### src/rtl/general_register_file.sv
// Eight 32-bit x86 GPRs with sized multi-port reads/writes and a per-register busy scoreboard.
// Optional same-cycle write forwarding to read ports: define GPR_WRITE_BYPASS_EN.
module general_register_file #(
    parameter int unsigned READ_PORTS  = 3,
    parameter int unsigned WRITE_PORTS = 2
) (
    input  logic                              clock,
    input  logic                              reset,
    input  logic [READ_PORTS-1:0][2:0]        read_index,
    input  logic [READ_PORTS-1:0][1:0]        read_size,
    output logic [READ_PORTS-1:0][31:0]       read_data,
    output logic [READ_PORTS-1:0]             read_busy,
    input  logic [WRITE_PORTS-1:0]            write_enable,
    input  logic [WRITE_PORTS-1:0][2:0]       write_index,
    input  logic [WRITE_PORTS-1:0][1:0]       write_size,
    input  logic [WRITE_PORTS-1:0][31:0]      write_data,
    input  logic [WRITE_PORTS-1:0]            write_release,
    input  logic                              lock_valid,
    input  logic [2:0]                        lock_index,
    output logic [7:0]                        busy,
    output logic                              lock_conflict
);

    logic [7:0][31:0] regs;
    logic [7:0][31:0] merged_regs;
    logic [7:0][31:0] view_regs;
    logic [7:0]       released_busy;
    logic [7:0]       next_busy;
    logic [7:0]       view_busy;

    // Byte encodings 4-7 are the high byte of registers 0-3.
    function automatic logic [2:0] phys_of(input logic [2:0] idx, input logic [1:0] size);
        return (size == 2'b00) ? {1'b0, idx[1:0]} : idx;
    endfunction

    function automatic logic [3:0] lane_mask(input logic [2:0] idx, input logic [1:0] size);
        case (size)
            2'b00:   return idx[2] ? 4'b0010 : 4'b0001;
            2'b01:   return 4'b0011;
            default: return 4'b1111;
        endcase
    endfunction

    function automatic logic [31:0] lane_data(input logic [2:0] idx, input logic [1:0] size,
                                              input logic [31:0] data);
        if (size == 2'b00)
            return idx[2] ? {16'h0000, data[7:0], 8'h00} : {24'h000000, data[7:0]};
        else
            return data;
    endfunction

    function automatic logic [31:0] extract(input logic [2:0] idx, input logic [1:0] size,
                                            input logic [31:0] value);
        case (size)
            2'b00:   return idx[2] ? {24'h000000, value[15:8]} : {24'h000000, value[7:0]};
            2'b01:   return {16'h0000, value[15:0]};
            default: return value;
        endcase
    endfunction

    // Ports applied in ascending order so the highest-indexed port owns each overlapping lane.
    always_comb begin
        logic [2:0]  phys;
        logic [3:0]  mask;
        logic [31:0] data;
        merged_regs   = regs;
        released_busy = busy;
        phys          = '0;
        mask          = '0;
        data          = '0;
        for (int unsigned p = 0; p < WRITE_PORTS; p++) begin
            if (write_enable[p]) begin
                phys = phys_of(write_index[p], write_size[p]);
                mask = lane_mask(write_index[p], write_size[p]);
                data = lane_data(write_index[p], write_size[p], write_data[p]);
                for (int unsigned l = 0; l < 4; l++) begin
                    if (mask[l])
                        merged_regs[phys][l*8 +: 8] = data[l*8 +: 8];
                end
                if (write_release[p])
                    released_busy[phys] = 1'b0;
            end
        end
        next_busy = released_busy;
        if (lock_valid)
            next_busy[lock_index] = 1'b1;
    end

    always_ff @(posedge clock) begin
        if (reset) begin
            regs          <= '0;
            busy          <= '0;
            lock_conflict <= 1'b0;
        end else begin
            regs          <= merged_regs;
            busy          <= next_busy;
            lock_conflict <= lock_valid & busy[lock_index];
        end
    end

`ifdef GPR_WRITE_BYPASS_EN
    assign view_regs = merged_regs;
    assign view_busy = released_busy;
`else
    assign view_regs = regs;
    assign view_busy = busy;
`endif

    always_comb begin
        read_data = '0;
        read_busy = '0;
        for (int unsigned r = 0; r < READ_PORTS; r++) begin
            read_data[r] = extract(read_index[r], read_size[r],
                                   view_regs[phys_of(read_index[r], read_size[r])]);
            read_busy[r] = view_busy[phys_of(read_index[r], read_size[r])];
        end
    end

endmodule
### config.mk
export PLATFORM = sky130hd
export DESIGN_NAME = general_register_file
export DESIGN_NICKNAME = d
export VERILOG_FILES = /design/src/rtl/general_register_file.sv
export SDC_FILE = /design/constraint.sdc
export NUM_CORES = 1
export LEC_CHECK = 0
export BUFFER_PORTS_ARGS = -buffer_cell sky130_fd_sc_hd__buf_2
export CORE_UTILIZATION = 35
export CTS_CLUSTER_SIZE = 24
export DETAILED_ROUTE_END_ITERATION = 8
export PLACE_DENSITY_LB_ADDON = 0.25
export SLEW_MARGIN = 0
export SYNTH_ARGS = -nofsm -noshare
export SYNTH_HDL_FRONTEND = slang
export SYNTH_SLANG_ARGS = --single-unit
### constraint.sdc
create_clock -name clock -period 4.16 [get_ports clock]
set_input_delay 0.208 -clock clock [delete_from_list [all_inputs] [get_ports clock]]
set_output_delay 0.208 -clock clock [all_outputs]
set_load 0.05 [all_outputs]
==> impl_metrics.py, run 1 <==
metrics = {
    "detailed_routing": {
        "drtIter0Drc": 2338,
        "first_pass_iters": 8,
        "viasPerCell": 6.553,
        "vias": 19690,
        "route.detailed.drc": 0,
        "wl_microns": 85180,
        "routedWlPerCell_microns": 28.35,
        "drtAntennaViolNets": 0,
    },
    "logic_synthesis": {
        "synth_edf_count": 0,
        "syn_area_per_cell_sq_um": 9.180,
        "synthArstFlopShare": 0,
        "synth_fp_nets": 2246,
        "synth_warnings": 0,
        "synthCells": 2147,
        "ys.flop_type": "dfxtp_1",
        "ys_seq_area_frac": 0.2692,
        "synth-seq-cells": 265,
        "ys_types": 53,
        "synth_area_sq_um": 19710,
    },
    "clock_tree": {
        "cts_setup_buffers": 0,
        "clock_sinks": 265,
        "clockBufferDepth": 3,
        "clk_pin_slew_ns": 0.06,
        "cts-root-buf": "clkbuf_16",
        "cts_tree": "built",
        "numCtsBuffers": 31,
        "clk-insertion-delay-late_ns": 0.60,
        "cts.htree.levels": 1,
    },
    "power": {
        "total_power_w": 0.007210,
        "internal_power_w": 0.004870,
        "peakVddDrop_mv": 0.3755,
        "clkPwrFrac": 0.406,
        "pwr-share-seq": 0.382,
        "combPwrFrac": 0.212,
        "p_per_area_nw_per_um2": 318.6,
        "switchingPower_w": 0.002340,
        "swShare": 0.3245,
        "leakage_nw": 8.175,
    },
    "timing": {
        "max_freq_mhz": 360.5,
        "hold_viol": 0,
        "maxSlewViolCount": 0,
        "finClkSkew_ns": 0.01218,
        "fin_crit_sh": 0.6668,
        "maxSlewHeadroom": 0.1181,
        "tns_ns": 0,
        "tightest_slew_ns": 1.320,
        "finalSetupViolations": 0,
        "rsz0062_at_grt": "no",
        "period_minus_slack_ns": 2.774,
    },
    "outcome": {
        "status": "complete, no violations",
    },
    "placed_design": {
        "port_buffers": 206,
        "hpwl_microns": 57360,
        "gp_congestion": 0.9257,
        "placed_cells": 2897,
        "place_area_sq_um": 21100,
    },
    "finish": {
        "fillCellCount": 5404,
        "synthToLayoutAreaGrowth_pct": 14.80,
        "instances_no_fill": 3005,
        "utilization": 0.4083,
        "design_area_sq_um": 22630,
        "fin_nets": 2329,
        "drive_gt1_frac": 0.2406,
    },
    "floorplan": {
        "coreArea_sq_um": 55420,
        "rows": 86,
        "ioPinCount": 207,
        "die_x_microns": 239.3,
        "dieArea_sq_um": 57270,
        "die_h_microns": 239.3,
        "initial_core_util": 0.3557,
    },
    "grt": {
        "grt_pass1_wl_microns": 125400,
        "grt_max_degree": 111,
        "antenna_found_initial": 7,
        "gr-total-overflow": 0,
        "first_global_vias": 18820,
        "grt_use_total": 0.2925,
    },
    "worst_setup_path": {
        "worstSetupPathType": "in2out",
        "startpoint_type": "input pin",
        "arrival_ns": 2.57,
        "endpoint_kind": "output port",
        "crit_required_ns": 3.95,
        "worstPathMaxFanout": 36,
    },
    "run": {
        "drv_cap": 0,
    },
    "worst_hold_path": {
        "hp-class": "in2reg",
    },
}
==> worst paths after layout <==
path | depth (start not counted) | slack (ns) | startpoint | endpoint
min | 3 | 0.01 | write_data[1] | regs[225]
min reg2reg | 2 | 0.52 | regs[168] | regs[168]
max reg2reg | 4 | 2.41 | busy[3] | lock_conflict
max | 6 | 1.39 | read_index[3] | read_data[32]
==> layout make-up <==
type | instances | area, sq um | share of cell area
Antenna cell | 4 | 10.01 | 0.0004424
Clock buffer | 41 | 823.3 | 0.03638
Clock inverter | 15 | 212.7 | 0.009400
Inverter | 15 | 56.30 | 0.002488
Multi-Input combinational cell | 1597 | 13200 | 0.5835
Sequential cell | 265 | 5305 | 0.2344
Tap cell | 748 | 935.9 | 0.04136
Timing Repair Buffer | 320 | 2081 | 0.09195
==> cells in the mapped netlist, drive strengths merged, types with 25 or more instances <==
cell type  count  area [sq um]
mux4         196          4414
a311oi       127          1112
nand3         87         435.4
nor2         323          1215
o21ai         93         484.2
nor2b         52         325.3
clkbuf       163         611.8
nand2        174         655.6
dfxtp        265          5305
buf          107         564.3
a21oi         34         170.2
and2          25         156.4
mux2i        221          2212
a211oi        98         735.7
nor3          35         209.0
==> per-layer routing <==
metal / share of wire / global-route usage / wire [microns] / vias up
met5: 0.00029 / 0 / 25 / -
met4: 0.052 / 0.1375 / 4421 / 4
met3: 0.11 / 0.06753 / 8994 / 250
met2: 0.46 / 0.4698 / 39430 / 1351
met1: 0.38 / 0.3709 / 32310 / 9777
li1: - / - / - / 8309
==> repair_timing <==
action                    in CTS  in global routing
hold buffers                  48                  0
hold endpoints to repair     144                  0
resized for setup              0                  0
==> power groups by stage <==
stage	Sequential [W]	Combinational [W]	Clock (W)
5_1_grt	0.00276	0.00160	0.00304
2_1_floorplan	0.00277	0.00102	0
6_report	0.00275	0.00153	0.00293
4_1_cts	0.00274	0.00150	0.00294
3_3_place_gp	0.00279	0.00145	0
3_5_place_dp	0.00280	0.00146	0
==> state kept, by name, summed over array words and instances, names as in the netlist <==
signal / count
regs: 256
busy: 8
lock_conflict: 1
==> worst max-delay path, stage by stage <==
cell,delay [ns]
buf_4,0.56
nor3b_1,1.01
a22oi_1,0.25
nand2_1,0.12
a21oi_1,0.08
buf_2,0.27
==> cell usage in the layout, fill, tap and decap left out, drive strengths merged, types with 3 or more instances in the layout <==
master,netlist,layout
a211oi,98,98
a21o,8,8
a21oi,34,34
a221oi,24,24
a22oi,14,14
a311oi,127,127
a31o,3,3
a31oi,3,3
a32oi,8,8
and2,25,25
and3b,3,3
and4,3,3
buf,107,271
bufinv,0,5
clkbuf,163,42
clkinv,0,8
dfxtp,265,265
diode,0,4
dlygate4sd3,0,48
inv,15,15
mux2,3,3
mux2i,221,221
mux4,196,196
nand2,174,174
nand2b,6,6
nand3,87,87
nand4,15,15
nor2,323,323
nor2b,52,52
nor3,35,35
nor3b,5,5
nor4b,4,4
o21a,4,4
o21ai,93,93
o22ai,7,7
o32ai,6,6
or3,4,4
==> through the flow <==
stage | setup slack [ns] | hold WS (ns)
finish | 1.386 | 0.01416
global route | 1.154 | 0.02016
CTS | 1.344 | 0.002199
floorplan | 1.831 | 0.3245
global placement | 1.317 | 0.4929
detailed placement | 1.332 | 0.4947
==> kinds of logic after synthesis <==
kind of cell	count (synthesis)	share of synthesized area
AND/OR/NAND/NOR	747	0.1717
AO/OA/AOI/OAI	430	0.1588
multiplexers	420	0.3379
buffers and inverters	285	0.06253
flip-flops	265	0.2692
No activity file was read; power rests on OpenSTA's default activity.
==> inputs of run 2 (changes only) <==
ABC_AREA = 1   (was not set)
clock period = 2.46 ns   (was 4.16 ns; I/O delays follow)
==> run 2 against run 1 <==
  * Critical path depth decreased by 2
  * Critical path type is now reg2out
  * Clock skew decreased by 0.0099 ns
  * Sequential share of layout area decreased by 1.5 points
  * Hold slack improved by 0.014 ns
  * Die area increased by 3.1%
  * Flip-flop and latch count unchanged
  * Highest routed layer unchanged
==> impl_metrics.py, run 2 <==
metrics = {
    "worst_setup_path": {
        "cp_cell_sequence": "o21ai_0, o22a_1, o21ai_0, buf_2",
        "worstRegToRegCells": 5,
        "path_delay_family": "compound AO/OA/AOI/OAI gates",
        "endpoint_kind": "output port",
        "arrival_ns": 2.25,
        "crit_required_ns": 2.34,
        "critical_path_depth": 4,
        "r2r-end": "regs[230]",
        "worstPathMaxFanout": 4,
        "startpoint_type": "flip-flop",
        "crit_top_cell": "o21ai_0",
        "critPathSlowestCell": "o21ai_0",
        "critPathMaxStageDelay_ns": 0.50,
        "worstSetupPathType": "reg2out",
        "r2r_start": "regs[230]",
        "cp_num_buf_inv": 1,
        "regToRegSetupSlack_ns": 1.11,
    },
    "power": {
        "p_per_area_nw_per_um2": 566.5,
        "peakVddDrop_mv": 0.4321,
        "leakage_nw": 11.17,
    },
    "clock_tree": {
        "clock_sinks": 265,
        "clk-insertion-delay-late_ns": 0.56,
        "clk_pin_slew_ns": 0.06,
        "cts_tree": "built",
        "cts_resized": 0,
        "cts.htree.levels": 2,
        "numCtsBuffers": 36,
        "cts_setup_buffers": 0,
        "cts-root-buf": "clkbuf_16",
        "clockBufferDepth": 3,
    },
    "logic_synthesis": {
        "synth_area_sq_um": 20320,
        "synth_compound_area_frac": 0.3117,
        "synth_mux_area_frac": 0.001478,
        "synth_xor_area_frac": 0,
        "yosys.area.top_type": "dfxtp_1",
        "synth_fp_nets": 3668,
        "synthArstFlopShare": 0,
        "synth.top_cell.area_share": 0.2611,
        "synthAdderAreaFrac": 0,
        "ys_types": 40,
        "synth_most_common_cell": "nand2_1",
        "synth_top_family_by_area": "compound AO/OA/AOI/OAI gates",
        "synth-seq-cells": 265,
        "syn_area_per_cell_sq_um": 5.694,
        "synth_warnings": 0,
        "ys.flop_type": "dfxtp_1",
        "synth_edf_count": 0,
        "synth_simple_gate_area_frac": 0.3073,
        "synthCells": 3569,
        "yosys-top-cells-count": "nand2_1 (962), o21ai_0 (540), a21oi_1 (508)",
        "ys_seq_area_frac": 0.2611,
        "netlist_top_cells_area": "dfxtp_1 (26%), nand2_1 (18%), o21ai_0 (13%)",
    },
    "floorplan": {
        "initial_core_util": 0.3576,
        "die_x_microns": 243.0,
        "ioPinCount": 207,
        "rows": 87,
        "die_h_microns": 243.0,
        "dieArea_sq_um": 59030,
        "coreArea_sq_um": 56820,
    },
    "timing": {
        "max_freq_mhz": 421.0,
        "period_minus_slack_ns": 2.375,
        "fin_crit_sh": 0.9656,
        "tns_ns": 0,
        "finClkSkew_ns": 0.002318,
        "maxSlewHeadroom": 0.2769,
        "tightest_slew_ns": 1.084,
        "fin_ws_ns": 0.08466,
        "hold_viol": 0,
        "finalSetupViolations": 0,
        "maxSlewViolCount": 0,
        "rsz0062_at_grt": "no",
    },
    "detailed_routing": {
        "viasPerCell": 5.693,
        "drtAntennaViolNets": 0,
        "wl_microns": 98480,
        "first_pass_iters": 8,
        "drtIter0Drc": 3811,
        "routedWlPerCell_microns": 21.83,
        "route.detailed.drc": 0,
        "vias": 25690,
    },
    "run": {
        "drv_cap": 0,
    },
    "grt": {
        "grt_use_total": 0.3219,
        "first_global_vias": 22820,
        "antenna_found_initial": 4,
        "grt_max_degree": 96,
        "gr-total-overflow": 0,
        "grt_pass1_wl_microns": 145800,
    },
    "placed_design": {
        "hpwl_microns": 69030,
        "port_buffers": 206,
        "place_area_sq_um": 22540,
        "gp_congestion": 0.9952,
        "place_ws_ns": 0.3026,
    },
    "worst_hold_path": {
        "hp-start": "write_index[4]",
        "hold_depth": 4,
        "hold_end": "busy[6]",
        "hp-class": "in2reg",
    },
    "finish": {
        "layout_common_cells": "nand2_1 (962), o21ai_0 (540), a21oi_1 (508)",
        "largest-register": "regs",
        "layout_commonest_cell": "nand2_1",
        "largest_register_ffs": 256,
        "drive_gt1_frac": 0.1199,
        "fillCellCount": 6221,
        "synthToLayoutAreaGrowth_pct": 18.87,
        "fin_nets": 3829,
        "top_regs": "regs: 256 flops, busy: 8 flops, lock_conflict: 1 flops",
        "design_area_sq_um": 24160,
    },
    "outcome": {
        "status": "complete, no violations",
    },
}
==> run 2: cell types whose count changed after synthesis, sizes merged, moves of 65 or more <==
cell and delta:
a311oi -127, nor2 -65, nand2 +796, a211oi -92, o21ai +457, a21oi +474
mux2i -218, inv +331, nand3 +162, mux4 -196
==> run 2: layer usage <==
| metal | share of wire | wire length, microns | global-route usage |
|---|---|---|---|
| met5 | 0.00014 | 14 | 0 |
| met4 | 0.050 | 4948 | 0.1602 |
| met3 | 0.12 | 11810 | 0.06745 |
| met2 | 0.43 | 42280 | 0.4882 |
| met1 | 0.40 | 39430 | 0.4299 |
==> run 2: metrics by stage <==
step | power, W | utilization | std cells | hold WS [ns]
detailed placement | 0.008238 | 0.3967 | 4404 | 0.3875
finish | 0.01368 | 0.4251 | 4512 | 0.02807
global placement | 0.008231 | 0.3967 | 4404 | 0.3948
global route | 0.01415 | 0.4251 | 4511 | 0.05148
CTS | 0.01362 | 0.4250 | 4509 | 0.003753
floorplan | 0.006964 | - | 3569 | 0.2579
==> run 2: area by class of cell <==
type | instances | area [sq um] | area share
flip-flops and latches | 265 | 5305 | 0.2196
diodes | 3 | 7.507 | 0.0003108
multi-input cells | 2697 | 12630 | 0.5229
repair buffers | 379 | 2763 | 0.1144
well taps | 756 | 945.9 | 0.03916
clock inverters | 13 | 151.4 | 0.006267
inverters | 351 | 1335 | 0.05527
clock buffers | 48 | 1016 | 0.04206
==> run 2: worst min-delay path, stage by stage <==
cell and delay [ns]:
buf_2 0.15, nand4_1 0.11, o211ai_1 0.09, a21oi_1 0.06
==> run 2: kinds of logic after synthesis <==
kind of cell	after synthesis
buf+inv	607
compound gates	1197
flops	265
simple gates	1497
mux	3
==> run 2: where the power goes <==
part / switching (W) / internal (W) / total, W
logic: 0.00265 / 0.00102 / 0.00366
registers: 0.000173 / 0.00449 / 0.00466
clock network: 0.00223 / 0.00312 / 0.00536
==> run 2: repair_timing <==
action / 4_1_cts / 5_1_grt
endpoints found under the setup margin: 0 / 0
hold buffers: 44 / 0
hold endpoints to repair: 125 / 0
==> run 2: worst max-delay path by stage <==
stage,startpoint,slack (ns),to
5_1_grt,busy[5],0.09,read_busy[2]
3_3_place_gp,write_size[1],0.33,regs[125]
4_1_cts,busy[5],0.16,read_busy[2]
3_5_place_dp,write_size[1],0.30,regs[125]
6_report,regs[73],0.08,read_data[9]
2_1_floorplan,read_index[3],0.23,read_data[43]
